## src/rtl/phase_pkg.sv

```systemverilog
// Shared constants and FSM state type for the phase-measurement controller.
package phase_pkg;
  localparam int         PHASE_W   = 15;
  localparam logic [7:0] CMD_START = 8'h22;

  typedef enum logic [2:0] {
    IDLE,
    FLUSH,
    COLLECT,
    DIVIDE,
    VALID
  } state_t;
endpackage

```

## src/rtl/sync_2ff.sv

```systemverilog
// Two-flop synchronizer for slow asynchronous level signals.
module sync_2ff #(
  parameter int W = 1
) (
  input  logic         clk,
  input  logic         rst,
  input  logic [W-1:0] d,
  output logic [W-1:0] q
);
  logic [W-1:0] r_meta;
  logic [W-1:0] r_sync;

  // Two register stages to let a metastable first stage settle.
  always_ff @(posedge clk or posedge rst) begin
    if (rst) begin
      r_meta <= '0;
      r_sync <= '0;
    end else begin
      r_meta <= d;
      r_sync <= r_meta;
    end
  end

  assign q = r_sync;
endmodule

```

## src/rtl/phase_meas_ctrl.sv

```systemverilog
// Arms on a start command, averages 2**AVG_LOG2 phase samples taken on rising
// edges of the datapath Done, and hands the result over a valid/ready port.
module phase_meas_ctrl
  import phase_pkg::*;
#(
  parameter logic [7:0]  START_CODE  = CMD_START,
  parameter int          AVG_LOG2    = 3,
  parameter logic [23:0] TIMEOUT_CYC = 24'd10000000
) (
  input  logic               clk,
  input  logic               rst,
  input  logic [7:0]         cmd,
  input  logic               cmd_stb,
  input  logic               meas_done,
  input  logic [PHASE_W-1:0] meas_phase,
  input  logic               meas_sta,
  output logic [PHASE_W-1:0] res_phase,
  output logic               res_sta,
  output logic               res_valid,
  input  logic               res_ready,
  output logic               busy,
  output logic               timeout
);
  localparam int N  = 1 << AVG_LOG2;
  localparam int AW = PHASE_W + AVG_LOG2;  // sum of N max samples fits exactly
  localparam int CW = AVG_LOG2 + 1;

  state_t             r_state, w_next;
  logic               r_done_q;
  logic [AW-1:0]      r_acc;
  logic [CW-1:0]      r_cnt;
  logic [23:0]        r_timer;
  logic [PHASE_W-1:0] r_res_phase;
  logic               r_res_sta;
  logic               r_timeout;
  logic               w_sta_sync;
  logic               w_start, w_evt, w_last, w_wait, w_tmo;

  sync_2ff #(.W(1)) u_sta_sync (
    .clk (clk),
    .rst (rst),
    .d   (meas_sta),
    .q   (w_sta_sync)
  );

  assign w_start = cmd_stb && (cmd == START_CODE);
  assign w_evt   = (r_state == COLLECT) && meas_done && !r_done_q;
  assign w_last  = w_evt && (r_cnt == CW'(N - 1));
  assign w_wait  = (r_state == FLUSH) || (r_state == COLLECT);
  // A sample landing in the expiry cycle wins over the timeout.
  assign w_tmo   = w_wait && !w_evt && (r_timer >= TIMEOUT_CYC - 24'd1);

  // State register.
  always_ff @(posedge clk or posedge rst) begin
    if (rst) r_state <= IDLE;
    else     r_state <= w_next;
  end

  // Next-state logic; start commands are only honoured in IDLE.
  always_comb begin
    w_next = r_state;
    case (r_state)
      IDLE:    if (w_start) w_next = FLUSH;
      FLUSH:   if (w_tmo) w_next = IDLE;
               else if (!meas_done) w_next = COLLECT;
      COLLECT: if (w_last) w_next = DIVIDE;
               else if (w_tmo) w_next = IDLE;
      DIVIDE:  w_next = VALID;
      VALID:   if (res_ready) w_next = IDLE;
      default: w_next = IDLE;
    endcase
  end

  // Outputs decoded from state plus the held result registers.
  always_comb begin
    busy      = (r_state != IDLE);
    res_valid = (r_state == VALID);
    res_phase = r_res_phase;
    res_sta   = r_res_sta;
    timeout   = r_timeout;
  end

  // Edge register, accumulator, sample counter, wait timer and result capture.
  always_ff @(posedge clk or posedge rst) begin
    if (rst) begin
      r_done_q    <= 1'b0;
      r_acc       <= '0;
      r_cnt       <= '0;
      r_timer     <= '0;
      r_res_phase <= '0;
      r_res_sta   <= 1'b0;
      r_timeout   <= 1'b0;
    end else begin
      r_done_q <= meas_done;
      if (r_state == IDLE && w_start) begin
        r_acc     <= '0;
        r_cnt     <= '0;
        r_timer   <= '0;
        r_timeout <= 1'b0;
      end else if (w_wait) begin
        if (w_evt) begin
          r_acc   <= r_acc + AW'(meas_phase);
          r_cnt   <= r_cnt + CW'(1);
          r_timer <= '0;
          if (w_last) r_res_sta <= w_sta_sync;
        end else if (w_tmo) begin
          r_timeout <= 1'b1;
        end else begin
          r_timer <= r_timer + 24'd1;
        end
      end else if (r_state == DIVIDE) begin
        r_res_phase <= r_acc[AVG_LOG2 +: PHASE_W];  // truncating divide by N
      end
    end
  end
endmodule

```

## config.mk

```make
export PLATFORM = sky130hd
export DESIGN_NAME = phase_meas_ctrl
export DESIGN_NICKNAME = d
export VERILOG_FILES = /design/src/rtl/phase_pkg.sv /design/src/rtl/sync_2ff.sv /design/src/rtl/phase_meas_ctrl.sv
export SDC_FILE = /design/constraint.sdc
export NUM_CORES = 1
export LEC_CHECK = 0
export BUFFER_PORTS_ARGS = -buffer_cell sky130_fd_sc_hd__buf_4
export CAP_MARGIN = 30
export CELL_PAD_IN_SITES_DETAIL_PLACEMENT = 0
export CELL_PAD_IN_SITES_GLOBAL_PLACEMENT = 2
export CORE_UTILIZATION = 38
export CTS_BUF_LIST = sky130_fd_sc_hd__clkbuf_8
export CTS_CLUSTER_SIZE = 12
export DETAILED_ROUTE_END_ITERATION = 12
export PLACE_DENSITY_LB_ADDON = 0.1
export SLEW_MARGIN = 20
export SYNTH_ARGS = -nofsm -noshare
export SYNTH_HDL_FRONTEND = slang
export SYNTH_SLANG_ARGS = --single-unit
```

## constraint.sdc

```tcl
create_clock -name clk -period 2.5 [get_ports clk]
set_input_delay 0.375 -clock clk [delete_from_list [all_inputs] [get_ports clk]]
set_output_delay 0.375 -clock clk [all_outputs]
set_load 0.1 [all_outputs]
```

# After elaboration in Yosys (flattened, before gate mapping)
# Index checks and enable logic that the tools add are counted.
# totals
ff_bits	69
word_cells	70
# classes
addsub	3
order_cmp	1
n_eq_ne	12
muxes	21
n_bitwise	2
n_reduce_logical	21
# ops
operator	n
2-to-1 mux 24 bit	4
2-to-1 mux 18 bit	3
adder 24 x 1 -> 24 bit, second input constant	1
greater-or-equal comparator 24 bit, second input constant	1
adder 18 x 15 -> 18 bit	1
2-to-1 mux 3 bit	6
one-hot mux 3 bit (5 select lines)	1
2-to-1 mux 4 bit	3
equality test 8 x 6 -> 1 bit, second input constant	1
AND reduction 4 bit	2
logical AND 1 bit	7
equality test 3 x 2 -> 1 bit, second input constant	2
inequality test 3 bit, second input constant	2
AND reduction 3 bit	2
nonzero test 2 bit	3
adder 4 x 1 -> 4 bit, second input constant	1
equality test 4 x 3 -> 1 bit, second input constant	1
2-to-1 mux 1 bit	4
inequality test 2 x 1 -> 1 bit, second input constant	2
AND reduction 2 bit	2
equality test 3 x 1 -> 1 bit, second input constant	1
equality test 3 bit, second input constant	1
zero test 3 bit	1
inequality test 3 x 2 -> 1 bit, second input constant	1
5 further kinds	7

# Logic depth before layout (Yosys ltp)
# depth
word_depth	10
ltp_mapped	9

# Modules after synthesis
# A second synthesis with hierarchy kept.
# hier_totals
cells_unflattened	417
hier_area_um2	4031.4
# modules_own_cells
module	instances	cells_per_inst	area_per_inst_um2	seq_area_each_um2
phase_meas_ctrl	1	414	3977.6	1676.6
sync_2ff	1	3	53.8	50.0

# Worst setup path after synthesis
# Ideal clock, no wire load.
# synth_path
path_kind	reg2reg
from	register r_acc[12]
to	register r_acc[17]
setup_ns	0.127
arrival_ns	2.032
t_required_ns	2.373
slack_ns	0.341
stages_incl_launch_ff	9
path_buffers	1
period_less_slack_ns	2.159
cell_sequence	dfrtp_1 ha_1 clkbuf_1 nand4_1 a2111oi_0 a21oi_1 a211oi_2 nand3_1 mux2_1
# synth_via
elab_chain_len	4
# synth_rtl
element	line_no	source
start, declared	phase_meas_ctrl.sv:30	logic [AW-1:0] r_acc;
start signal, assigned	phase_meas_ctrl.sv:102	r_acc <= r_acc + AW'(meas_phase);
adder 18 x 15 -> 18 bit	phase_meas_ctrl.sv:102	
2-to-1 mux 18 bit	phase_meas_ctrl.sv:101	if (w_evt) begin
2-to-1 mux 18 bit	phase_meas_ctrl.sv:100	end else if (w_wait) begin
2-to-1 mux 18 bit	phase_meas_ctrl.sv:95	if (r_state == IDLE && w_start) begin
# No other way between the ends. The select of a mux whose other input is x is not followed.
# A chain may end at the register's enable or synchronous reset.

# Worst setup path after layout
# layout_path
from	register r_acc[0]
to	register r_acc[16]
# The elaborated chain is that of the path after synthesis.

==> flow_metrics.tcl <==
set metrics [dict create \
    hp-class "in2async" \
    max_freq_mhz 425 \
    synth_edf_count 0 \
    worst_setup_path_end_kind "register" \
    worst-r2r-cell-count 9 \
    final_weighted_congestion_of_routability_driven_global_placement 0.742 \
    synthTopCellsByCount "69 x dfrtp_1, 48 x nand2_1, 34 x nor2_1, 22 x o21ai_0, 21 x a21oi_1" \
    numClockSinks 69 \
    leakagePower_nw 2.30 \
    crit_path_start "r_acc[0]" \
    grt_start_max_net_pins 52 \
    final-seq-area_um2 1730 \
    cp_data_arrival_time_ps 2630 \
    timing.critical_path.cells "ha_1 -> inv_1 -> fa_1 -> nand2b_1 -> a21oi_1 -> or3_1 -> a21boi_1 -> o21ai_0 -> mux2i_1" \
    startpoint_to_endpoint_class_of_the_critical_path "reg2reg" \
    route.vias.total 3304 \
    synth_top_area_frac 0.429 \
    grt_pass1_vias 3318 \
    instance_count_of_the_mapped_netlist 416 \
    tritoncts "yes" \
    asyncSetResetFlopFracSynth 1.00 \
    vdd.ir_drop.worst_mv 0.343 \
    outcome "completed" \
    ys_seq_area_frac 0.429 \
    final.period_utilization 0.942 \
    timing.critical_path.required_ps 2780 \
    avgRoutedWirePerCell_um 15.4 \
    remaining_drc_errors 0 \
    cts_bufs_inserted 9 \
    finalHoldWorstSlack_ps 15.8 \
    chipHeight_um 105 \
    finish.utilization 0.474 \
    design.die.area_um2 11000 \
    placement_rows 37 \
    synthTopCellsByArea "dfrtp_1 43%, ha_1 5.3%, nand2_1 4.5%" \
    clk_transition_reported_paths_ps 80 \
    cts_buffer_depth 2 \
    layout_min_cycle_time_ps 2350 \
    final-instance-count-excl-fill 620 \
    report.final.slew_viol_count 0 \
    top_layer "met4" \
    worst_r2r_startpoint "r_acc[0]" \
    drt_first_pass_iters 4 \
    io_buffer_count 47 \
    cp_max_fo 4 \
    cts_hold_buf 0 \
    grt_remaining_overflow 0 \
    setup.worst_path.end "r_acc[16]" \
    post_synth_instance_area_um2 4030 \
    clk-insertion-delay-late_ps 360 \
    synth_seq_cells 69 \
    fin_worst_skew_ps 11.3 \
    reg2reg_setup_slack_ps 150 \
    placeableCoreArea_um2 10300 \
    pwr_total_mw 3.95 \
    grt_setup_unrepaired "no" \
    layout-drive-gt1-share 0.238 \
    powerDensity_nw_per_um2 810 \
    synth_nets 463 \
    crit_path_start_kind "register" \
    cts_resized 0 \
    fill_cells 998 \
    tightestPinTransition_ps 559 \
    slew_headroom 0.626 \
    antennaDiodeCount 0 \
    detailedRoute.firstIterationViolations 109 \
    synth.yosys.warnings 0 \
    postRouteAntennaNets 0 \
    clk_root_buffer_cell "clkbuf_8" \
    grt_first_pass_wirelength_um 16300 \
    global_route.usage.total 0.187 \
    placedCellCount 604 \
    routed_met3_length_um 332 \
    initial_utilization 0.392 \
    ios 48 \
    avgSynthCellArea_um2 9.68 \
    routedLengthMet1_um 4670 \
    area.growth.synth_to_final_pct 21.0 \
    setup_fix_bufs_post_cts 0 \
    antenna_found_initial 0 \
    detailroute.wirelength.met2_um 4470 \
    reg2reg_to "r_acc[16]" \
    postRouteWirelength_um 9560 \
    dominantRegCellSynth "dfrtp_1" \
    yosysUniqueCellTypes 61 \
    dp_hpwl_um 6770 \
    max_stage_delay_ps 370 \
    synthDominantAreaCellType "dfrtp_1" \
    total_of_endpoints_with_negative_setup_slack_in_the_final_report 0 \
    maximum_level_of_the_cts_h_tree 3 \
    final_hold_viol_count 0 \
    final_nets 526 \
    vias_per_cell 5.33 \
    die_w_um 105 \
    setup_total_negative_slack_ps 0 \
    worst_path_max_delay_cell "fa_1" \
    max_cap_violations 0 \
    most_common_cell_in_the_synthesized_netlist "dfrtp_1" \
    multi_input_comb_area_um2 2160 \
]
==> report_power, final <==
part | total, mW | internal [mW] | switching, mW
sequential | 1.61 | 1.35 | 0.255
clock | 1.05 | 0.567 | 0.479
combinational | 1.30 | 0.609 | 0.688
==> placed cells by master (no fill, tap or decap), types with 3 or more instances in the layout <==
master,n
o21ai_0,22
a211oi_1,7
nand4_1,13
o211ai_1,3
ha_1,17
nand2_1,48
buf_4,66
mux2_2,15
nand2b_1,6
a211oi_2,7
nand3_1,11
or3_1,7
nand3b_1,3
nor3_1,7
a21o_1,8
nor3b_1,3
and4_1,3
clkbuf_8,9
a21oi_1,21
and3_1,10
xor2_1,6
xnor2_1,14
nor2b_1,3
nor4_1,4
nor2_1,34
mux2i_1,5
inv_1,12
dfrtp_1,69
==> per-layer routing <==
| layer | GRT usage | vias up |
|---|---|---|
| met5 | 0 | - |
| met4 | 0.0453 | 0 |
| met3 | 0.0381 | 8 |
| met2 | 0.308 | 62 |
| met1 | 0.251 | 1597 |
| li1 | - | 1637 |
==> critical path, delay by kind of cell, from the launching register on <==
kind	cells	cell delay (ps)
DFF	1	360
adders and majority gates	2	570
AOI/OAI and AO/OA	3	670
and+or+nand+nor	2	390
muxes	1	220
buffers and inverters	1	70
==> area by class of cell <==
class,instances,share of cell area
repair buffers,69,0.112
clock buffers,9,0.0254
inverters,13,0.0100
well taps,136,0.0349
clock inverters,7,0.0198
flip-flops and latches,69,0.354
multi-input cells,317,0.443
==> worst min-delay path by stage <==
stage	startpoint	to	depth (start not counted)
final	rst	res_phase[3]	2
after CTS	rst	res_phase[0]	2
after detailed placement	u_sta_sync.r_meta	u_sta_sync.q	0
after floorplan	u_sta_sync.r_meta	u_sta_sync.q	0
after global routing	rst	res_phase[3]	2
after global placement	u_sta_sync.r_meta	u_sta_sync.q	0
==> stage by stage <==
stage               worst slack (ps)  instance area [um2]
finish                           146                 4870
global placement                38.3                 4640
CTS                              147                 4870
global route                    3.85                 4870
detailed placement              75.4                 4650
floorplan                        341                 4030
==> registers in the layout, indices dropped and copies added (netlist names), 3 cells and up <==
signal     cells
r_timer       24
r_state        3
res_phase     15
r_acc         18
r_cnt          4
==> kinds of logic after synthesis <==
logic type	Yosys count	synth area share
buf+inv	30	0.0348
fa+ha+maj	18	0.0578
flops	69	0.429
compound gates	94	0.164
xor+xnor	21	0.0475
mux	21	0.0572
simple gates	163	0.210
No activity file was read; power rests on OpenSTA's default activity.
